<file path="src/rtl/dmem_arbiter_if.sv">
`default_nettype none
// ============================================================================
// Module   : dmem_arbiter_if
// Brief    : Requester and memory-side signal bundle for dmem_arbiter.
// Revision : 1.0
// ============================================================================
interface dmem_arbiter_if;
  logic        p0_req;
  logic        p0_we;
  logic [31:0] p0_addr;
  logic [31:0] p0_wdata;
  logic        p0_gnt;
  logic        p0_rvalid;
  logic [31:0] p0_rdata;
  logic        p0_err;

  logic        p1_req;
  logic        p1_we;
  logic        p1_lock;
  logic [31:0] p1_addr;
  logic [31:0] p1_wdata;
  logic        p1_gnt;
  logic        p1_rvalid;
  logic [31:0] p1_rdata;
  logic        p1_err;

  logic        mem_wr_en;
  logic [31:0] mem_addr;
  logic [31:0] mem_wr_data;
  logic [31:0] mem_rd_data;

  modport slave (
    input  p0_req, p0_we, p0_addr, p0_wdata,
    output p0_gnt, p0_rvalid, p0_rdata, p0_err,
    input  p1_req, p1_we, p1_lock, p1_addr, p1_wdata,
    output p1_gnt, p1_rvalid, p1_rdata, p1_err,
    output mem_wr_en, mem_addr, mem_wr_data,
    input  mem_rd_data
  );

  modport master (
    output p0_req, p0_we, p0_addr, p0_wdata,
    input  p0_gnt, p0_rvalid, p0_rdata, p0_err,
    output p1_req, p1_we, p1_lock, p1_addr, p1_wdata,
    input  p1_gnt, p1_rvalid, p1_rdata, p1_err,
    input  mem_wr_en, mem_addr, mem_wr_data,
    output mem_rd_data
  );
endinterface
`default_nettype wire

</file>
<file path="src/rtl/dmem_arbiter.sv">
`default_nettype none
// ============================================================================
// Module   : dmem_arbiter
// Brief    : Round-robin two-port arbiter for a single-port data memory with
//            bounded port-1 burst lock and out-of-range protection.
// Revision : 1.0
// ============================================================================
module dmem_arbiter #(
  parameter int unsigned DEPTH     = 64,
  parameter int unsigned MAX_BURST = 8
) (
  input  logic          clk,
  input  logic          rst_n,
  dmem_arbiter_if.slave bus
);

  localparam int unsigned          c_cnt_w   = $clog2(MAX_BURST + 1);
  localparam logic [c_cnt_w-1:0]   c_max_cnt = c_cnt_w'(MAX_BURST);
  localparam logic [c_cnt_w-1:0]   c_one     = c_cnt_w'(1);
  localparam logic [31:0]          c_depth   = 32'(DEPTH);
  // A burst limit of one leaves nothing to lock beyond the entering grant.
  localparam bit                   c_lock_en = (MAX_BURST > 1);

  typedef enum logic [0:0] {
    ST_ARB  = 1'b0,
    ST_LOCK = 1'b1
  } state_e;

  state_e               state_q, state_d;
  logic                 rr_ptr_q, rr_ptr_d;
  logic [c_cnt_w-1:0]   burst_cnt_q, burst_cnt_d;

  logic                 p0_rvalid_q, p1_rvalid_q;
  logic                 p0_err_q, p1_err_q;
  logic [31:0]          p0_rdata_q, p1_rdata_q;

  logic                 w_p0_in_range, w_p1_in_range;
  logic                 w_gnt0_raw, w_gnt1_raw;
  logic                 w_gnt0, w_gnt1;
  logic                 w_lock_hold;
  logic                 w_rr_eff;
  logic [c_cnt_w-1:0]   w_cnt_inc;
  logic [31:0]          w_p0_rdata_d, w_p1_rdata_d;

  assign w_p0_in_range = ({2'b00, bus.p0_addr[31:2]} < c_depth);
  assign w_p1_in_range = ({2'b00, bus.p1_addr[31:2]} < c_depth);

  assign w_lock_hold = (state_q == ST_LOCK) && bus.p1_req && bus.p1_lock;
  // Leaving a burst always hands priority back to port 0.
  assign w_rr_eff    = (state_q == ST_LOCK) ? 1'b0 : rr_ptr_q;
  assign w_cnt_inc   = burst_cnt_q + c_one;

  always_comb begin
    w_gnt0_raw  = 1'b0;
    w_gnt1_raw  = 1'b0;
    state_d     = state_q;
    rr_ptr_d    = rr_ptr_q;
    burst_cnt_d = burst_cnt_q;

    if (w_lock_hold) begin
      w_gnt1_raw = 1'b1;
      rr_ptr_d   = 1'b0;
      if (w_cnt_inc >= c_max_cnt) begin
        state_d     = ST_ARB;
        burst_cnt_d = '0;
      end else begin
        burst_cnt_d = w_cnt_inc;
      end
    end else begin
      state_d     = ST_ARB;
      burst_cnt_d = '0;
      if (bus.p0_req && (!bus.p1_req || !w_rr_eff)) begin
        w_gnt0_raw = 1'b1;
        rr_ptr_d   = 1'b1;
      end else if (bus.p1_req) begin
        w_gnt1_raw = 1'b1;
        rr_ptr_d   = 1'b0;
        if (bus.p1_lock && c_lock_en) begin
          state_d     = ST_LOCK;
          burst_cnt_d = c_one;
        end
      end
    end
  end

  // Grants are killed combinationally so nothing reaches memory during reset.
  assign w_gnt0 = w_gnt0_raw & rst_n;
  assign w_gnt1 = w_gnt1_raw & rst_n;

  assign bus.p0_gnt      = w_gnt0;
  assign bus.p1_gnt      = w_gnt1;
  assign bus.mem_addr    = w_gnt1 ? bus.p1_addr  : bus.p0_addr;
  assign bus.mem_wr_data = w_gnt1 ? bus.p1_wdata : bus.p0_wdata;
  assign bus.mem_wr_en   = (w_gnt0 & bus.p0_we & w_p0_in_range)
                         | (w_gnt1 & bus.p1_we & w_p1_in_range);

  assign w_p0_rdata_d = (!bus.p0_we && w_p0_in_range) ? bus.mem_rd_data : 32'h0;
  assign w_p1_rdata_d = (!bus.p1_we && w_p1_in_range) ? bus.mem_rd_data : 32'h0;

  always_ff @(posedge clk or negedge rst_n) begin
    if (!rst_n) begin
      state_q     <= ST_ARB;
      rr_ptr_q    <= 1'b0;
      burst_cnt_q <= '0;
    end else begin
      state_q     <= state_d;
      rr_ptr_q    <= rr_ptr_d;
      burst_cnt_q <= burst_cnt_d;
    end
  end

  always_ff @(posedge clk or negedge rst_n) begin
    if (!rst_n) begin
      p0_rvalid_q <= 1'b0;
      p0_err_q    <= 1'b0;
      p0_rdata_q  <= 32'h0;
    end else begin
      p0_rvalid_q <= w_gnt0;
      p0_err_q    <= w_gnt0 & !w_p0_in_range;
      if (w_gnt0) begin
        p0_rdata_q <= w_p0_rdata_d;
      end
    end
  end

  always_ff @(posedge clk or negedge rst_n) begin
    if (!rst_n) begin
      p1_rvalid_q <= 1'b0;
      p1_err_q    <= 1'b0;
      p1_rdata_q  <= 32'h0;
    end else begin
      p1_rvalid_q <= w_gnt1;
      p1_err_q    <= w_gnt1 & !w_p1_in_range;
      if (w_gnt1) begin
        p1_rdata_q <= w_p1_rdata_d;
      end
    end
  end

  assign bus.p0_rvalid = p0_rvalid_q;
  assign bus.p0_err    = p0_err_q;
  assign bus.p0_rdata  = p0_rdata_q;
  assign bus.p1_rvalid = p1_rvalid_q;
  assign bus.p1_err    = p1_err_q;
  assign bus.p1_rdata  = p1_rdata_q;

endmodule
`default_nettype wire

</file>
<file path="src/flat_wrapper.sv">
// flat-port wrapper written by rule: the top's interface ports become plain ports
module dmem_arbiter_flat 
#(
  parameter int unsigned DEPTH     = 64,
  parameter int unsigned MAX_BURST = 8
)
  (clk, rst_n, bus_p0_req, bus_p0_we, bus_p0_addr, bus_p0_wdata, bus_p0_gnt, bus_p0_rvalid, bus_p0_rdata, bus_p0_err, bus_p1_req, bus_p1_we, bus_p1_lock, bus_p1_addr, bus_p1_wdata, bus_p1_gnt, bus_p1_rvalid, bus_p1_rdata, bus_p1_err, bus_mem_wr_en, bus_mem_addr, bus_mem_wr_data, bus_mem_rd_data);
  dmem_arbiter_if bus_i ();
  input  logic clk;
  input  logic rst_n;
  input wire logic [$bits(bus_i.p0_req)-1:0] bus_p0_req;
  input wire logic [$bits(bus_i.p0_we)-1:0] bus_p0_we;
  input wire logic [$bits(bus_i.p0_addr)-1:0] bus_p0_addr;
  input wire logic [$bits(bus_i.p0_wdata)-1:0] bus_p0_wdata;
  output wire logic [$bits(bus_i.p0_gnt)-1:0] bus_p0_gnt;
  output wire logic [$bits(bus_i.p0_rvalid)-1:0] bus_p0_rvalid;
  output wire logic [$bits(bus_i.p0_rdata)-1:0] bus_p0_rdata;
  output wire logic [$bits(bus_i.p0_err)-1:0] bus_p0_err;
  input wire logic [$bits(bus_i.p1_req)-1:0] bus_p1_req;
  input wire logic [$bits(bus_i.p1_we)-1:0] bus_p1_we;
  input wire logic [$bits(bus_i.p1_lock)-1:0] bus_p1_lock;
  input wire logic [$bits(bus_i.p1_addr)-1:0] bus_p1_addr;
  input wire logic [$bits(bus_i.p1_wdata)-1:0] bus_p1_wdata;
  output wire logic [$bits(bus_i.p1_gnt)-1:0] bus_p1_gnt;
  output wire logic [$bits(bus_i.p1_rvalid)-1:0] bus_p1_rvalid;
  output wire logic [$bits(bus_i.p1_rdata)-1:0] bus_p1_rdata;
  output wire logic [$bits(bus_i.p1_err)-1:0] bus_p1_err;
  output wire logic [$bits(bus_i.mem_wr_en)-1:0] bus_mem_wr_en;
  output wire logic [$bits(bus_i.mem_addr)-1:0] bus_mem_addr;
  output wire logic [$bits(bus_i.mem_wr_data)-1:0] bus_mem_wr_data;
  input wire logic [$bits(bus_i.mem_rd_data)-1:0] bus_mem_rd_data;
  assign bus_i.p0_req = bus_p0_req;
  assign bus_i.p0_we = bus_p0_we;
  assign bus_i.p0_addr = bus_p0_addr;
  assign bus_i.p0_wdata = bus_p0_wdata;
  assign bus_p0_gnt = bus_i.p0_gnt;
  assign bus_p0_rvalid = bus_i.p0_rvalid;
  assign bus_p0_rdata = bus_i.p0_rdata;
  assign bus_p0_err = bus_i.p0_err;
  assign bus_i.p1_req = bus_p1_req;
  assign bus_i.p1_we = bus_p1_we;
  assign bus_i.p1_lock = bus_p1_lock;
  assign bus_i.p1_addr = bus_p1_addr;
  assign bus_i.p1_wdata = bus_p1_wdata;
  assign bus_p1_gnt = bus_i.p1_gnt;
  assign bus_p1_rvalid = bus_i.p1_rvalid;
  assign bus_p1_rdata = bus_i.p1_rdata;
  assign bus_p1_err = bus_i.p1_err;
  assign bus_mem_wr_en = bus_i.mem_wr_en;
  assign bus_mem_addr = bus_i.mem_addr;
  assign bus_mem_wr_data = bus_i.mem_wr_data;
  assign bus_i.mem_rd_data = bus_mem_rd_data;
  dmem_arbiter #(.DEPTH(DEPTH), .MAX_BURST(MAX_BURST)) u_core (.clk(clk), .rst_n(rst_n), .bus(bus_i));
endmodule
</file>
<file path="config.mk">
export PLATFORM = sky130hd
export DESIGN_NAME = dmem_arbiter_flat
export DESIGN_NICKNAME = d
export VERILOG_FILES = /design/src/rtl/dmem_arbiter_if.sv /design/src/rtl/dmem_arbiter.sv /design/src/flat_wrapper.sv
export SDC_FILE = /design/constraint.sdc
export NUM_CORES = 1
export LEC_CHECK = 0
export CAP_MARGIN = 20
export CELL_PAD_IN_SITES_DETAIL_PLACEMENT = 1
export CELL_PAD_IN_SITES_GLOBAL_PLACEMENT = 2
export CORE_MARGIN = 2
export CORE_UTILIZATION = 18
export DETAILED_ROUTE_END_ITERATION = 8
export PLACE_DENSITY = 0.95
export SLEW_MARGIN = 0
export SYNTH_ARGS = -nofsm -noshare
export SYNTH_HDL_FRONTEND = slang
export SYNTH_SLANG_ARGS = --single-unit
</file>
<file path="constraint.sdc">
create_clock -name clk -period 6.3 [get_ports clk]
set_clock_uncertainty 0.05 [all_clocks]
set_input_delay 1.575 -clock clk [delete_from_list [all_inputs] [get_ports clk]]
set_output_delay 1.575 -clock clk [all_outputs]
set_load 0.1 [all_outputs]
</file>
==> impl_metrics.tcl <==
set metrics [dict create \
    register_area_mm2 0.00185 \
    netlist_area_mm2 0.00391 \
    grt_util_met2_pct 26.0 \
    first_pass_iters 4 \
    max_freq_mhz 189 \
    ios 302 \
    start_util_pct 18.5 \
    die_area_mm2 0.0229 \
    syn_inst 507 \
    cts_max_level 3 \
    synth-seq-cells 74 \
    grt_pass1_wl_um 26300 \
    irDropWorstVdd_uv 138 \
    syn_to_final_growth_pct 108 \
    period_minus_slack_ns 5.29 \
    synthesis.nets 675 \
    diodes 0 \
    start_kind "input pin" \
    multi_input_area_mm2 0.00190 \
    cts_buffers 9 \
    cts.sinks 74 \
    rsz0062_at_grt "no" \
    hold_violations 0 \
    timing.slew.headroom_pct 28.2 \
    busiest_layer "met2" \
    reg2regPathDepth 5 \
    gr-usage-all-layers_pct 15.0 \
    post-dp-hpwl_um 14000 \
    cts_setup_buffers 0 \
    antenna_left 0 \
    dp.cells 1058 \
    tightestPinTransition_ns 1.07 \
    cts_tree "yes" \
    path_class "input pin to output pin" \
    hold_depth 2 \
    grt_max_degree 98 \
    max_stage_delay_ns 0.45 \
    crit_chain "clkdlybuf4s50_1, mux2_2, o211ai_4, clkinv_2, buf_4, nand2_1, nand2_1, buf_12" \
    via_count 4573 \
    clock_path_buffers 2 \
    core_mm2 0.0212 \
    status "finished, final reports clean" \
    clkTransAtPathRegs_ns 0.06 \
    r2r-start "u_core.state_q" \
    layout.nets 962 \
    p_leak_nw 3.66 \
    layout-drive-gt1-share_pct 15.6 \
    clk_latency_ns 0.34 \
    cts_resized 0 \
    use_met1_pct 17.6 \
    seq_area_frac_synth_pct 47.3 \
    finalNonFillerCells 1074 \
    hold_path.class "flip-flop to flip-flop" \
    worst-path-max-fanout 38 \
    die_width_um 151 \
    use_met3_pct 5.48 \
    hold_end "u_core.bus.p1_rdata[8]" \
    slew_viol_final 0 \
    cp.arrival_ns 3.66 \
    fp.dieH_um 151 \
    setup_viol 0 \
    hold_buffers 0 \
    grt_pass1_vias 4646 \
    drtIter0Drc 124 \
    period_share_pct 83.9 \
    gp_congestion 0.806 \
    vias_per_cell 4.26 \
    synth.distinct_cells 31 \
    reg2reg_to "u_core.bus.p0_rdata[20]" \
    worstHoldStart "u_core.bus.p1_rdata[8]" \
    fillers 2417 \
    antenna_found_initial 0 \
    routed_wl_um 18100 \
    max-cap-violations 0 \
    fp-row-count 53 \
    synth.avg_cell_area_um2 7.72 \
    end_kind "output pin" \
    portBuffers 301 \
    slowest_stage "clkdlybuf4s50_1" \
    cts_root_buffer "clkbuf_16" \
    routedWlPerCell_um 16.8 \
    yosysWarnings 0 \
    drc_errors 0 \
    reg2reg_slack_ns 4.02 \
    required_ns 4.68 \
    grt_overflow 0 \
    cp_common_cell "nand2_1" \
    timing.setup.tns_ns 0 \
    powerDensity_mw_per_mm2 208 \
]
==> synth_stat cells, drive strengths merged <==
cell	count	area, µm²
nor2	9	33.8
dfrtp	74	1850
nand2	260	976
xnor2	1	8.76
conb	1	3.75
or3	1	6.26
ha	1	12.5
nand4	3	18.8
a31o	32	280
and2	1	6.26
mux2	1	11.3
nor2b	34	213
o21ai	32	160
nor3	1	10.0
a32o	1	10.0
nand3	1	5.00
clkbuf	17	63.8
inv	3	11.3
o31ai	1	7.51
o22ai	1	6.26
nor4	12	75.1
a21oi	2	13.8
xor2	1	8.76
buf	16	97.6
o211ai	1	21.3
==> critical path, delay by kind of cell <==
family                 cells  cell delay, ns
AO/OA/AOI/OAI              1            0.22
buffers and inverters      4            1.28
multiplexers               1            0.34
AND/OR/NAND/NOR            2            0.22
==> cell usage in the layout, fill, tap and decap left out <==
| cell | n |
|---|---|
| buf_4 | 8 |
| ha_1 | 1 |
| o31ai_1 | 1 |
| inv_6 | 4 |
| nor4_1 | 12 |
| inv_8 | 2 |
| conb_1 | 1 |
| o21ai_0 | 29 |
| a21oi_1 | 1 |
| clkbuf_16 | 9 |
| nor2b_1 | 34 |
| a32o_1 | 1 |
| o211ai_4 | 1 |
| nand4_1 | 3 |
| a21oi_4 | 1 |
| buf_8 | 1 |
| mux2_2 | 1 |
| clkdlybuf4s50_1 | 233 |
| a31o_1 | 4 |
| nor3_4 | 1 |
| a31o_2 | 28 |
| clkinv_2 | 1 |
| or3_1 | 1 |
| nand2_1 | 260 |
| o21ai_1 | 3 |
| buf_12 | 67 |
| xor2_1 | 1 |
| clkinvlp_4 | 1 |
| inv_1 | 2 |
| dfrtp_1 | 74 |
| nor2_1 | 9 |
| xnor2_1 | 1 |
| nand3_1 | 1 |
| o22ai_1 | 1 |
| and2_1 | 1 |
==> cell families (layout without fill, tap and decap cells) <==
group,count (synthesis),in the layout,synth area share (%)
AO/OA/AOI/OAI,70,70,12.8
XOR/XNOR,2,2,0.448
flip-flops,74,74,47.3
adder cells (fa/ha/maj),1,1,0.320
AND/OR/NAND/NOR,322,322,34.3
buffers and inverters,36,328,4.41
multiplexers,1,1,0.288
other,1,1,0.0958
==> state kept, by name, indices dropped and copies added, names as in the netlist <==
name and count:
u_core.burst_cnt_q 4, u_core.bus.p0_err 1, u_core.bus.p0_rdata 32, u_core.bus.p0_rvalid 1, u_core.bus.p1_err 1, u_core.bus.p1_rdata 32, u_core.bus.p1_rvalid 1, u_core.rr_ptr_q 1
u_core.state_q 1
==> how the worst max path moves through the flow <==
stage	start	endpoint	slack, ns
5_1_grt	bus_p1_lock	bus_mem_wr_data[12]	0.83
3_3_place_gp	bus_p1_lock	bus_mem_wr_data[17]	1.06
2_1_floorplan	bus_p1_lock	bus_mem_addr[18]	0.85
6_report	bus_p1_lock	bus_mem_wr_data[31]	1.01
3_5_place_dp	bus_p1_lock	bus_mem_wr_data[17]	0.99
4_1_cts	bus_p1_lock	bus_mem_wr_data[17]	0.99
==> through the flow <==
step | hold WS, ns | area (µm²) | setup slack (ns) | total power, mW | util [%]
after detailed placement | 0.421 | 7860 | 0.994 | 1.19 | 37.2
after CTS | 0.436 | 8150 | 0.988 | 1.72 | 38.5
final | 0.429 | 8150 | 1.01 | 1.69 | 38.5
after global routing | 0.445 | 8150 | 0.830 | 1.76 | 38.5
after floorplan | 0.451 | 3910 | 0.851 | 0.863 | -
after global placement | 0.410 | 7840 | 1.06 | 1.19 | 37.1
==> power by group <==
group	leakage [nW]	internal (mW)	switching, mW	total, mW
registers	1.02	0.479	0.00229	0.481
logic	2.49	0.263	0.436	0.699
clock network	0.141	0.278	0.235	0.513
==> routing by layer <==
| metal | vias up | part of all wire [%] |
|---|---|---|
| li1 | 2217 | - |
| met1 | 2157 | 39 |
| met2 | 179 | 50 |
| met3 | 20 | 9.2 |
| met4 | 0 | 1.5 |
| met5 | - | 0 |
==> final cells by class <==
cell class                      instances  share of cell area (%)
Tap cell                              275                    4.22
Multi-Input combinational cell        397                    23.3
Clock inverter                          7                   0.798
Timing Repair Buffer                  309                    46.0
Clock buffer                            9                    2.76
Inverter                                3                   0.154
Sequential cell                        74                    22.7
Power figures use the tool's default switching activity.
